**src/rtl/wb_ips_xbar_ctrl_if.sv**
```systemverilog
// Bus bundle for wb_ips_xbar_ctrl: master-side Wishbone port, the N_SLAVES
// IP-side ports and the sticky error reporting signals.
interface wb_ips_xbar_ctrl_if #(
  parameter int unsigned N_SLAVES = 4
);
  // Master-side Wishbone
  logic                     wbs_cyc_i;
  logic                     wbs_stb_i;
  logic                     wbs_we_i;
  logic [3:0]               wbs_sel_i;
  logic [31:0]              wbs_adr_i;
  logic [31:0]              wbs_dat_i;
  logic                     wbs_ack_o;
  logic [31:0]              wbs_dat_o;
  // IP-side ports
  logic [N_SLAVES-1:0]      s_cyc_o;
  logic [N_SLAVES-1:0]      s_stb_o;
  logic                     s_we_o;
  logic [3:0]               s_sel_o;
  logic [31:0]              s_adr_o;
  logic [31:0]              s_dat_o;
  logic [32*N_SLAVES-1:0]   s_dat_i;
  logic [N_SLAVES-1:0]      s_ack_i;
  // Error reporting
  logic                     err_clr_i;
  logic                     err_o;
  logic [31:0]              err_adr_o;

  // Controller view
  modport slave (
    input  wbs_cyc_i, wbs_stb_i, wbs_we_i, wbs_sel_i, wbs_adr_i, wbs_dat_i,
    output wbs_ack_o, wbs_dat_o,
    output s_cyc_o, s_stb_o, s_we_o, s_sel_o, s_adr_o, s_dat_o,
    input  s_dat_i, s_ack_i,
    input  err_clr_i,
    output err_o, err_adr_o
  );

  // Environment view (SoC master plus the IP slaves)
  modport master (
    output wbs_cyc_i, wbs_stb_i, wbs_we_i, wbs_sel_i, wbs_adr_i, wbs_dat_i,
    input  wbs_ack_o, wbs_dat_o,
    input  s_cyc_o, s_stb_o, s_we_o, s_sel_o, s_adr_o, s_dat_o,
    output s_dat_i, s_ack_i,
    output err_clr_i,
    input  err_o, err_adr_o
  );
endinterface

```
**src/rtl/wb_ips_xbar_ctrl.sv**
```systemverilog
// Shares one Wishbone slave port between N_SLAVES IPs, one transaction at a
// time, with address decode, registered single-cycle ack and a sticky error.
// Optional hung-slave timeout is built when XBAR_TIMEOUT_EN is defined.
module wb_ips_xbar_ctrl #(
  parameter int unsigned N_SLAVES       = 4,
  parameter logic [7:0]  BASE_HI        = 8'h30,
  parameter int unsigned SEL_LSB        = 16,
`ifdef XBAR_TIMEOUT_EN
  parameter int unsigned TIMEOUT_CYCLES = 255,
`endif
  parameter logic [31:0] ERR_DATA       = 32'hDEAD_BEEF
) (
  input logic                 wb_clk_i,
  input logic                 wb_rst_i,
  wb_ips_xbar_ctrl_if.slave   bus
);

  localparam int unsigned IDX_W = 3;

  typedef enum logic [1:0] {
    ST_IDLE,
    ST_BUSY,
    ST_ERR,
    ST_RESP
  } state_t;

  state_t              r_state;
  logic [IDX_W-1:0]    r_idx;
  logic                r_wbs_ack;
  logic [31:0]         r_wbs_dat;
  logic [N_SLAVES-1:0] r_s_cyc;
  logic [N_SLAVES-1:0] r_s_stb;
  logic                r_s_we;
  logic [3:0]          r_s_sel;
  logic [31:0]         r_s_adr;
  logic [31:0]         r_s_dat;
  logic                r_err;
  logic [31:0]         r_err_adr;

  logic [IDX_W-1:0]    w_idx;
  logic                w_req;
  logic                w_req_valid;
  logic [N_SLAVES-1:0] w_req_mask;
  logic [N_SLAVES-1:0] w_sel_mask;
  logic                w_sel_ack;
  logic [31:0]         w_sel_dat;
  logic                w_timeout;

  // Address decode of the incoming request
  assign w_idx       = bus.wbs_adr_i[SEL_LSB+IDX_W-1:SEL_LSB];
  assign w_req       = bus.wbs_cyc_i & bus.wbs_stb_i;
  assign w_req_valid = (bus.wbs_adr_i[31:24] == BASE_HI) && (32'(w_idx) < N_SLAVES);
  assign w_req_mask  = N_SLAVES'(1) << w_idx;

  // Only the ack of the slave that owns the transaction is observed
  assign w_sel_mask  = N_SLAVES'(1) << r_idx;
  assign w_sel_ack   = |(bus.s_ack_i & w_sel_mask);

  // Read-data mux for the selected slave
  always_comb begin
    w_sel_dat = '0;
    for (int i = 0; i < int'(N_SLAVES); i++) begin
      if (r_idx == IDX_W'(i)) begin
        w_sel_dat = bus.s_dat_i[32*i +: 32];
      end
    end
  end

`ifdef XBAR_TIMEOUT_EN
  logic [15:0] r_cnt;

  // BUSY-cycle counter; held at zero outside BUSY so it restarts on every entry
  always_ff @(posedge wb_clk_i) begin
    if (wb_rst_i) begin
      r_cnt <= '0;
    end else if (r_state == ST_BUSY) begin
      r_cnt <= r_cnt + 16'd1;
    end else begin
      r_cnt <= '0;
    end
  end

  assign w_timeout = ((r_cnt + 16'd1) == 16'(TIMEOUT_CYCLES));
`else
  assign w_timeout = 1'b0;
`endif

  // Transaction FSM with all bus-facing outputs registered
  always_ff @(posedge wb_clk_i) begin
    if (wb_rst_i) begin
      r_state   <= ST_IDLE;
      r_idx     <= '0;
      r_wbs_ack <= 1'b0;
      r_wbs_dat <= '0;
      r_s_cyc   <= '0;
      r_s_stb   <= '0;
      r_s_we    <= 1'b0;
      r_s_sel   <= '0;
      r_s_adr   <= '0;
      r_s_dat   <= '0;
      r_err     <= 1'b0;
      r_err_adr <= '0;
    end else begin
      // A set issued later in this block overrides the clear
      if (bus.err_clr_i) begin
        r_err <= 1'b0;
      end

      case (r_state)
        ST_IDLE: begin
          r_wbs_ack <= 1'b0;
          if (w_req) begin
            r_s_we  <= bus.wbs_we_i;
            r_s_sel <= bus.wbs_sel_i;
            r_s_adr <= bus.wbs_adr_i;
            r_s_dat <= bus.wbs_dat_i;
            r_idx   <= w_idx;
            if (w_req_valid) begin
              r_s_cyc <= w_req_mask;
              r_s_stb <= w_req_mask;
              r_state <= ST_BUSY;
            end else begin
              r_wbs_dat <= ERR_DATA;
              r_err     <= 1'b1;
              r_err_adr <= bus.wbs_adr_i;
              r_state   <= ST_ERR;
            end
          end
        end

        ST_BUSY: begin
          if (w_sel_ack) begin
            r_wbs_dat <= w_sel_dat;
            r_s_cyc   <= '0;
            r_s_stb   <= '0;
            r_wbs_ack <= 1'b1;
            r_state   <= ST_RESP;
          end else if (!bus.wbs_cyc_i) begin
            r_s_cyc <= '0;
            r_s_stb <= '0;
            r_state <= ST_IDLE;
          end else if (w_timeout) begin
            r_s_cyc   <= '0;
            r_s_stb   <= '0;
            r_wbs_dat <= ERR_DATA;
            r_err     <= 1'b1;
            r_err_adr <= r_s_adr;
            r_state   <= ST_ERR;
          end
        end

        ST_ERR: begin
          r_wbs_ack <= 1'b1;
          r_state   <= ST_RESP;
        end

        ST_RESP: begin
          r_wbs_ack <= 1'b0;
          r_state   <= ST_IDLE;
        end

        default: begin
          r_wbs_ack <= 1'b0;
          r_s_cyc   <= '0;
          r_s_stb   <= '0;
          r_state   <= ST_IDLE;
        end
      endcase
    end
  end

  assign bus.wbs_ack_o = r_wbs_ack;
  assign bus.wbs_dat_o = r_wbs_dat;
  assign bus.s_cyc_o   = r_s_cyc;
  assign bus.s_stb_o   = r_s_stb;
  assign bus.s_we_o    = r_s_we;
  assign bus.s_sel_o   = r_s_sel;
  assign bus.s_adr_o   = r_s_adr;
  assign bus.s_dat_o   = r_s_dat;
  assign bus.err_o     = r_err;
  assign bus.err_adr_o = r_err_adr;

endmodule

```
**src/flat_wrapper.sv**
```systemverilog
// flat-port wrapper written by rule: the top's interface ports become plain ports
module wb_ips_xbar_ctrl_flat 
#(
  parameter int unsigned N_SLAVES       = 4,
  parameter logic [7:0]  BASE_HI        = 8'h30,
  parameter int unsigned SEL_LSB        = 16,

  parameter logic [31:0] ERR_DATA       = 32'hDEAD_BEEF
)
  (wb_clk_i, wb_rst_i, bus_wbs_cyc_i, bus_wbs_stb_i, bus_wbs_we_i, bus_wbs_sel_i, bus_wbs_adr_i, bus_wbs_dat_i, bus_wbs_ack_o, bus_wbs_dat_o, bus_s_cyc_o, bus_s_stb_o, bus_s_we_o, bus_s_sel_o, bus_s_adr_o, bus_s_dat_o, bus_s_dat_i, bus_s_ack_i, bus_err_clr_i, bus_err_o, bus_err_adr_o);
  wb_ips_xbar_ctrl_if #(.N_SLAVES(N_SLAVES)) bus_i ();
  input logic wb_clk_i;
  input logic wb_rst_i;
  input wire logic [$bits(bus_i.wbs_cyc_i)-1:0] bus_wbs_cyc_i;
  input wire logic [$bits(bus_i.wbs_stb_i)-1:0] bus_wbs_stb_i;
  input wire logic [$bits(bus_i.wbs_we_i)-1:0] bus_wbs_we_i;
  input wire logic [$bits(bus_i.wbs_sel_i)-1:0] bus_wbs_sel_i;
  input wire logic [$bits(bus_i.wbs_adr_i)-1:0] bus_wbs_adr_i;
  input wire logic [$bits(bus_i.wbs_dat_i)-1:0] bus_wbs_dat_i;
  output wire logic [$bits(bus_i.wbs_ack_o)-1:0] bus_wbs_ack_o;
  output wire logic [$bits(bus_i.wbs_dat_o)-1:0] bus_wbs_dat_o;
  output wire logic [$bits(bus_i.s_cyc_o)-1:0] bus_s_cyc_o;
  output wire logic [$bits(bus_i.s_stb_o)-1:0] bus_s_stb_o;
  output wire logic [$bits(bus_i.s_we_o)-1:0] bus_s_we_o;
  output wire logic [$bits(bus_i.s_sel_o)-1:0] bus_s_sel_o;
  output wire logic [$bits(bus_i.s_adr_o)-1:0] bus_s_adr_o;
  output wire logic [$bits(bus_i.s_dat_o)-1:0] bus_s_dat_o;
  input wire logic [$bits(bus_i.s_dat_i)-1:0] bus_s_dat_i;
  input wire logic [$bits(bus_i.s_ack_i)-1:0] bus_s_ack_i;
  input wire logic [$bits(bus_i.err_clr_i)-1:0] bus_err_clr_i;
  output wire logic [$bits(bus_i.err_o)-1:0] bus_err_o;
  output wire logic [$bits(bus_i.err_adr_o)-1:0] bus_err_adr_o;
  assign bus_i.wbs_cyc_i = bus_wbs_cyc_i;
  assign bus_i.wbs_stb_i = bus_wbs_stb_i;
  assign bus_i.wbs_we_i = bus_wbs_we_i;
  assign bus_i.wbs_sel_i = bus_wbs_sel_i;
  assign bus_i.wbs_adr_i = bus_wbs_adr_i;
  assign bus_i.wbs_dat_i = bus_wbs_dat_i;
  assign bus_wbs_ack_o = bus_i.wbs_ack_o;
  assign bus_wbs_dat_o = bus_i.wbs_dat_o;
  assign bus_s_cyc_o = bus_i.s_cyc_o;
  assign bus_s_stb_o = bus_i.s_stb_o;
  assign bus_s_we_o = bus_i.s_we_o;
  assign bus_s_sel_o = bus_i.s_sel_o;
  assign bus_s_adr_o = bus_i.s_adr_o;
  assign bus_s_dat_o = bus_i.s_dat_o;
  assign bus_i.s_dat_i = bus_s_dat_i;
  assign bus_i.s_ack_i = bus_s_ack_i;
  assign bus_i.err_clr_i = bus_err_clr_i;
  assign bus_err_o = bus_i.err_o;
  assign bus_err_adr_o = bus_i.err_adr_o;
  wb_ips_xbar_ctrl #(.N_SLAVES(N_SLAVES), .BASE_HI(BASE_HI), .SEL_LSB(SEL_LSB), .ERR_DATA(ERR_DATA)) u_core (.wb_clk_i(wb_clk_i), .wb_rst_i(wb_rst_i), .bus(bus_i));
endmodule
```
**config.mk**
```make
export PLATFORM = sky130hd
export DESIGN_NAME = wb_ips_xbar_ctrl_flat
export DESIGN_NICKNAME = d
export VERILOG_FILES = /design/src/rtl/wb_ips_xbar_ctrl_if.sv /design/src/rtl/wb_ips_xbar_ctrl.sv /design/src/flat_wrapper.sv
export SDC_FILE = /design/constraint.sdc
export NUM_CORES = 1
export LEC_CHECK = 0
export ABC_AREA = 1
export CAP_MARGIN = 5
export CORE_AREA = 3 3 135 137
export DETAILED_ROUTE_END_ITERATION = 8
export DIE_AREA = 0 0 138 140
export PLACE_DENSITY = 0.77
export SLEW_MARGIN = 15
export SYNTH_ARGS = -nofsm -noshare
export SYNTH_HDL_FRONTEND = slang
export SYNTH_SLANG_ARGS = --single-unit
```
**constraint.sdc**
```tcl
create_clock -name wb_clk_i -period 3.05 [get_ports wb_clk_i]
set_input_delay 0.61 -clock wb_clk_i [delete_from_list [all_inputs] [get_ports wb_clk_i]]
set_output_delay 0.61 -clock wb_clk_i [all_outputs]
set_load 0.02 [all_outputs]
```
==> out/metrics.csv, run 1 <==
metric,value,unit
drv_slew,0,
cts-root-buf,clkbuf_16,
synth.distinct_cells,23,
clk_latency,420,ps
period_share,0.730,
finalSetupTns,0,ps
timing.fmax,449,MHz
cts_num_sinks,141,
setup_violations,0,
grt_max_degree,64,
seq_area_frac_synth,0.446,
vias,7297,
die_h,140,um
vdd_drop_max,0.000455,V
die-area,0.0193,mm^2
fin_crit,2230,ps
ctsResizeCount,0,
cp-start-kind,primary input,
dp_hpwl,18500,um
layout-drive-gt1-share,0.0721,
fp.dieW,138,um
port_buffers,348,
status,"complete, no violations",
hold_viol_final,0,
rows,48,
synth_nets,1167,
start_util,0.369,
top_layer,met4,
overflow,0,
nets,1485,
cp_data_required_time,3360,ps
cts_tree,built,
track_usage,0.251,
wl,25000,um
layout_setup_ws,825,ps
place_inst,1483,
dr.first_iter.drc_count,408,
rsz0062_at_grt,false,
finalClockSkew,10.7,ps
wire_per_inst,16.5,um
grt_pass1_wl,39000,um
crit_fanout,32,
fillCellCount,1554,
gp_congestion,0.883,
wl_met1,9720,um
viasPerCell,4.82,
grt_pass1_vias,7172,
dp_slack,384,ps
path_class,in -> reg,
end_kind,flip-flop,
syn_area,0.00633,mm^2
dr.pass1.iters,5,
core,0.0172,mm^2
worstPathArrival,2540,ps
p_leak,4.24,nW
antenna_found_initial,0,
slew_headroom,0.254,
synth_cells,959,
route.met3.wl,2560,um
syn_area_per_cell,6.60,um^2
hold_path.class,reg -> reg,
post_cts_buffers,0,
htreeDepth,4,
synth-seq-cells,141,
clockBufferDepth,2,
layout.cells.non_filler,1515,
place_area,0.00990,mm^2
drc,0,
synthToLayoutAreaGrowth,65.3,%
ant_nets,0,
synth_warnings,0,
postCtsHoldBufs,0,
n_antenna_cell,0,
holdWs,452,ps
cts_inserted_buffers,17,
powerDensity,779,mW/mm^2
post-route-cell-area,0.0105,mm^2
io_pins,349,
cts.reportedPaths.clkPinSlew,60,ps
drv_cap,0,
worstMarginPinSlew,1120,ps
wl_met2,12200,um
[path summary, 6_finish.rpt]
path	cells after the start	to	slack, ps	startpoint
max reg2reg	10	u_core.bus.wbs_dat_o[31]	950	u_core.r_state[0]
min reg2reg	2	u_core.bus.s_adr_o[28]	450	u_core.bus.s_adr_o[28]
min	2	u_core.bus.s_adr_o[28]	450	u_core.bus.s_adr_o[28]
max	9	u_core.bus.err_adr_o[22]	820	bus_wbs_adr_i[18]
[critical path, stage by stage]
cell             delay (ps)
clkdlybuf4s50_1         510
or2_1                   280
nor2_2                   90
nand3_1                 130
nand2_2                 110
buf_4                   300
inv_2                   260
nor2_1                  170
nor2_1                   60
[logic make-up after synthesis]
kind of cell,after synthesis,share of synthesized area
simple gates,607,0.393
flops,141,0.446
compound gates,116,0.0917
buf+inv,93,0.0658
fa+ha+maj,2,0.00395
[metrics by stage]
stage	utilization	total power, W
after floorplan	-	0.00463
after CTS	0.609	0.00821
after global routing	0.609	0.00862
final	0.609	0.00815
after global placement	0.576	0.00617
after detailed placement	0.576	0.00622
[where the power goes]
part / internal [W] / switching [W] / total (W)
Sequential: 0.00227 / 0.000286 / 0.00256
Combinational: 0.00154 / 0.00207 / 0.00361
Clock: 0.00109 / 0.000889 / 0.00198
[layout make-up]
type                       instances  area (um^2)  share of cell area
multi-input combinational        725         3100               0.296
clock inverter                    14          121              0.0116
tap                              225          282              0.0269
clock buffer                      18          439              0.0420
timing repair buffer             361         3580               0.342
inverter                          31          116              0.0111
sequential                       141         2820               0.270
[flip-flops by register name, indices dropped and copies added (netlist names)]
signal and flops:
u_core.bus.err_adr_o 32, u_core.bus.s_dat_o 32, u_core.bus.wbs_dat_o 32, u_core.bus.s_adr_o 30, u_core.bus.s_cyc_o 4, u_core.bus.s_sel_o 4, u_core.r_idx 2, u_core.r_state 2
u_core.bus.err_o 1, u_core.bus.s_we_o 1, u_core.bus.wbs_ack_o 1
[routing by layer]
layer  vias up  global-route usage
met4         0              0.0733
met2       322               0.440
met1      3297               0.284
met3        30              0.0987
li1       3648                   -
met5         -                   0
[cell usage in the layout (no fill, tap or decap)]
| cell type | netlist | routed |
|---|---|---|
| a21oi_1 | 43 | 43 |
| buf_4 | 4 | 13 |
| clkbuf_16 | 0 | 17 |
| clkbuf_8 | 0 | 1 |
| clkdlybuf4s50_1 | 0 | 348 |
| clkinv_2 | 0 | 3 |
| clkinvlp_4 | 0 | 2 |
| dfxtp_1 | 141 | 141 |
| ha_1 | 2 | 2 |
| inv_1 | 23 | 22 |
| inv_2 | 8 | 9 |
| inv_6 | 0 | 4 |
| inv_8 | 0 | 5 |
| nand2_1 | 282 | 282 |
| nand2_2 | 2 | 2 |
| nand3_1 | 65 | 65 |
| nand3_2 | 2 | 2 |
| nand3b_1 | 1 | 1 |
| nand4_1 | 5 | 5 |
| nor2_1 | 214 | 212 |
| nor2_2 | 33 | 34 |
| nor2_4 | 0 | 1 |
| nor3b_1 | 1 | 1 |
| nor4_1 | 1 | 1 |
| o21ai_0 | 67 | 67 |
| o21ai_1 | 6 | 6 |
| or2_1 | 1 | 1 |
[synthesized netlist by cell type]
| library cell | count | area, um^2 |
|---|---|---|
| buf_4 | 4 | 30.0 |
| o21ai_1 | 6 | 30.0 |
| dfxtp_1 | 141 | 2820 |
| nor2_1 | 214 | 803 |
| nand2_1 | 282 | 1060 |
| o21ai_0 | 67 | 335 |
| buf_1 | 2 | 7.51 |
| buf_6 | 3 | 33.8 |
| nor2_2 | 33 | 206 |
| ha_1 | 2 | 25.0 |
| nand2_2 | 2 | 12.5 |
| inv_1 | 23 | 86.3 |
| nand3b_1 | 1 | 7.51 |
| or2_1 | 1 | 6.26 |
| nor4_1 | 1 | 6.26 |
| a21oi_1 | 43 | 215 |
| buf_2 | 24 | 120 |
| nor3b_1 | 1 | 7.51 |
| nand3_2 | 2 | 20.0 |
| inv_2 | 8 | 30.0 |
| nand4_1 | 5 | 31.3 |
| clkbuf_1 | 29 | 109 |
| nand3_1 | 65 | 325 |
Note: power is estimated with default switching activity, not from simulation.
==> inputs of run 2 (changes only) <==
--- a/config.mk
+++ b/config.mk
@@ -7,10 +7,10 @@
 export LEC_CHECK = 0
 export ABC_AREA = 1
 export CAP_MARGIN = 5
-export CORE_AREA = 3 3 135 137
+export CORE_AREA = 3 3 136 138
 export DETAILED_ROUTE_END_ITERATION = 8
-export DIE_AREA = 0 0 138 140
-export PLACE_DENSITY = 0.77
+export DIE_AREA = 0 0 139 141
+export PLACE_DENSITY = 0.76
 export SLEW_MARGIN = 15
 export SYNTH_ARGS = -nofsm -noshare
 export SYNTH_HDL_FRONTEND = slang
==> constraint.sdc (replaced) <==
create_clock -name wb_clk_i -period 2.13 [get_ports wb_clk_i]
set_input_delay 0.426 -clock wb_clk_i [delete_from_list [all_inputs] [get_ports wb_clk_i]]
set_output_delay 0.426 -clock wb_clk_i [all_outputs]
set_load 0.02 [all_outputs]
==> run 2 against run 1 <==
Clock-buffer cell count grew 1. Critical path depth decreased by 8. Worst setup slack got worse by 740 ps. Sequential cell count stayed put. Cell count up 1.1%. Via count increased by 0.45%. Final area increased by 2.6%. Combinational power increased by 50%. Critical endpoint is now bus_s_adr_o[17].
==> out/metrics.csv, run 2 (synthesized netlist as in run 1, its figures left out) <==
metric,value,unit,change
synthToLayoutAreaGrowth,69.5,%,
cts-root-buf,clkbuf_16,,
crit_slowest_cell,clkdlybuf4s50_1,,
crit_buf_inv,1,,-2
hold_viol_final,0,,unchanged
layout_commonest_cell,clkdlybuf4s50_1,,
slowest_delay,700,ps,+190 ps
wire_per_inst,16.5,um,about the same
netSwitchingFraction,0.385,,-0.0136
min_path_cells,2,,unchanged
reg2reg_depth,9,,-1
vdd_drop_max,0.000673,V,+48%
grt_pass1_vias,7127,,-0.63%
rsz0062_at_grt,false,,
post-route-util,0.620,,+0.0113
cts_inserted_buffers,17,,unchanged
antenna_found_initial,0,,unchanged
whs_endpoint,u_core.bus.s_adr_o[29],,
cp-start-kind,flip-flop,,
core,0.0173,mm^2,+0.70%
worstPathArrival,1620,ps,-920 ps
cts_tree,built,,
clockBufferDepth,2,,unchanged
fin_crit,2040,ps,
hp-start,u_core.bus.s_adr_o[29],,
crit_fanout,6,,-81%
ctsResizeCount,0,,unchanged
period_share,0.960,,
path_class,reg -> out,,
p_sw,0.00463,W,+43%
n_antenna_cell,0,,unchanged
end_kind,output port,,
vias,7330,,+0.45%
rows,48,,unchanged
fp.dieW,139,um,+0.72%
p_int,0.00741,W,+51%
nets,1502,,+1.1%
final_cell_mix,"clkdlybuf4s50_1, nand2_1, nor2_1",,
dr.first_iter.drc_count,333,,-18%
post_cts_buffers,0,,unchanged
overflow,0,,unchanged
path_delay_family,buffers and inverters,,
gp_congestion,0.928,,+5.1%
wl,25200,um,+1.0%
powerDensity,1120,mW/mm^2,+44%
port_buffers,348,,unchanged
htreeDepth,4,,unchanged
r2r-start,u_core.r_state[0],,
timing.fmax,489,MHz,
drc,0,,unchanged
grt_max_degree,54,,-16%
clk_latency,420,ps,about the same
grt_use_met2,0.426,,-0.0142
io_pins,349,,unchanged
pwr-share-comb,0.449,,+0.006
seqPwrFrac,0.303,,-0.011
cts_num_sinks,141,,unchanged
p_clk_frac,0.248,,+0.005
busiest_layer,met2,,
cts.reportedPaths.clkPinSlew,60,ps,about the same
p_leak,4.37,nW,+3.0%
reg2reg_slack,330,ps,-620 ps
worstMarginPinSlew,472,ps,-645 ps
path_cells,clkdlybuf4s50_1,,
dr.pass1.iters,5,,unchanged
r2r_end,u_core.bus.s_adr_o[1],,
dp_hpwl,18800,um,+1.6%
start_util,0.366,,-0.00256
setup_violations,0,,unchanged
fillCellCount,1608,,+3.5%
holdWs,448,ps,-4.73 ps
layout-drive-gt1-share,0.0826,,+0.0105
grt_pass1_wl,38900,um,-0.30%
ant_nets,0,,unchanged
slew_headroom,0.685,,+0.431
cp_data_required_time,1700,ps,-1660 ps
status,"complete, no violations",,
hold_path.class,reg -> reg,,
grtUsageMet1,0.281,,-0.00335
finalClockSkew,11.0,ps,+0.307 ps
die_h,141,um,+0.71%
postCtsHoldBufs,0,,unchanged
drv_slew,0,,unchanged
global_route.usage.met3,0.101,,+0.00208
viasPerCell,4.78,,-0.66%
drv_cap,0,,unchanged
track_usage,0.249,,-0.00191
die-area,0.0196,mm^2,+1.4%
-- run 2: stage by stage --
step / setup TNS [ps] / total power [W] / setup WS (ps) / std cells / cell area, um^2
2_1_floorplan: 0 / 0.00663 / 604 / 959 / 6330
3_3_place_gp: -10860 / 0.00905 / -195 / 1500 / 10100
3_5_place_dp: -10300 / 0.00913 / -196 / 1500 / 10100
4_1_cts: 0 / 0.0121 / 40.6 / 1532 / 10700
5_1_grt: 0 / 0.0127 / 25.8 / 1532 / 10700
6_report: 0 / 0.0120 / 85.9 / 1532 / 10700
-- run 2: power groups by stage --
stage,clock network [W],registers (W),logic [W]
final,0.00298,0.00365,0.00540
after floorplan,0,0.00435,0.00229
after global placement,0,0.00369,0.00536
after CTS,0.00303,0.00366,0.00546
after detailed placement,0,0.00370,0.00542
after global routing,0.00315,0.00372,0.00587
-- run 2: layer usage --
metal	routed length [um]	vias to the layer above
li1	-	3679
met3	2590	38
met4	686	0
met1	9750	3303
met5	0	-
met2	12200	310
-- run 2: worst max path at each step --
stage	start	end	slack, ps	depth (start not counted)
3_5_place_dp	bus_wbs_adr_i[30]	u_core.bus.err_adr_o[2]	-200	8
5_1_grt	u_core.r_idx[1]	bus_s_adr_o[17]	30	1
3_3_place_gp	bus_wbs_adr_i[30]	u_core.bus.wbs_dat_o[15]	-190	10
4_1_cts	u_core.r_idx[1]	bus_s_adr_o[17]	40	1
6_report	u_core.r_idx[1]	bus_s_adr_o[17]	90	1
2_1_floorplan	bus_wbs_adr_i[18]	u_core.bus.wbs_dat_o[0]	600	10
-- run 2: layout make-up --
cell class                      instances  area (um^2)  share of cell area
Timing Repair Buffer                  378         3820               0.356
Clock buffer                           19          433              0.0403
Tap cell                              225          282              0.0262
Clock inverter                         13          156              0.0146
Inverter                               31          116              0.0108
Multi-Input combinational cell        725         3100               0.289
Sequential cell                       141         2820               0.263
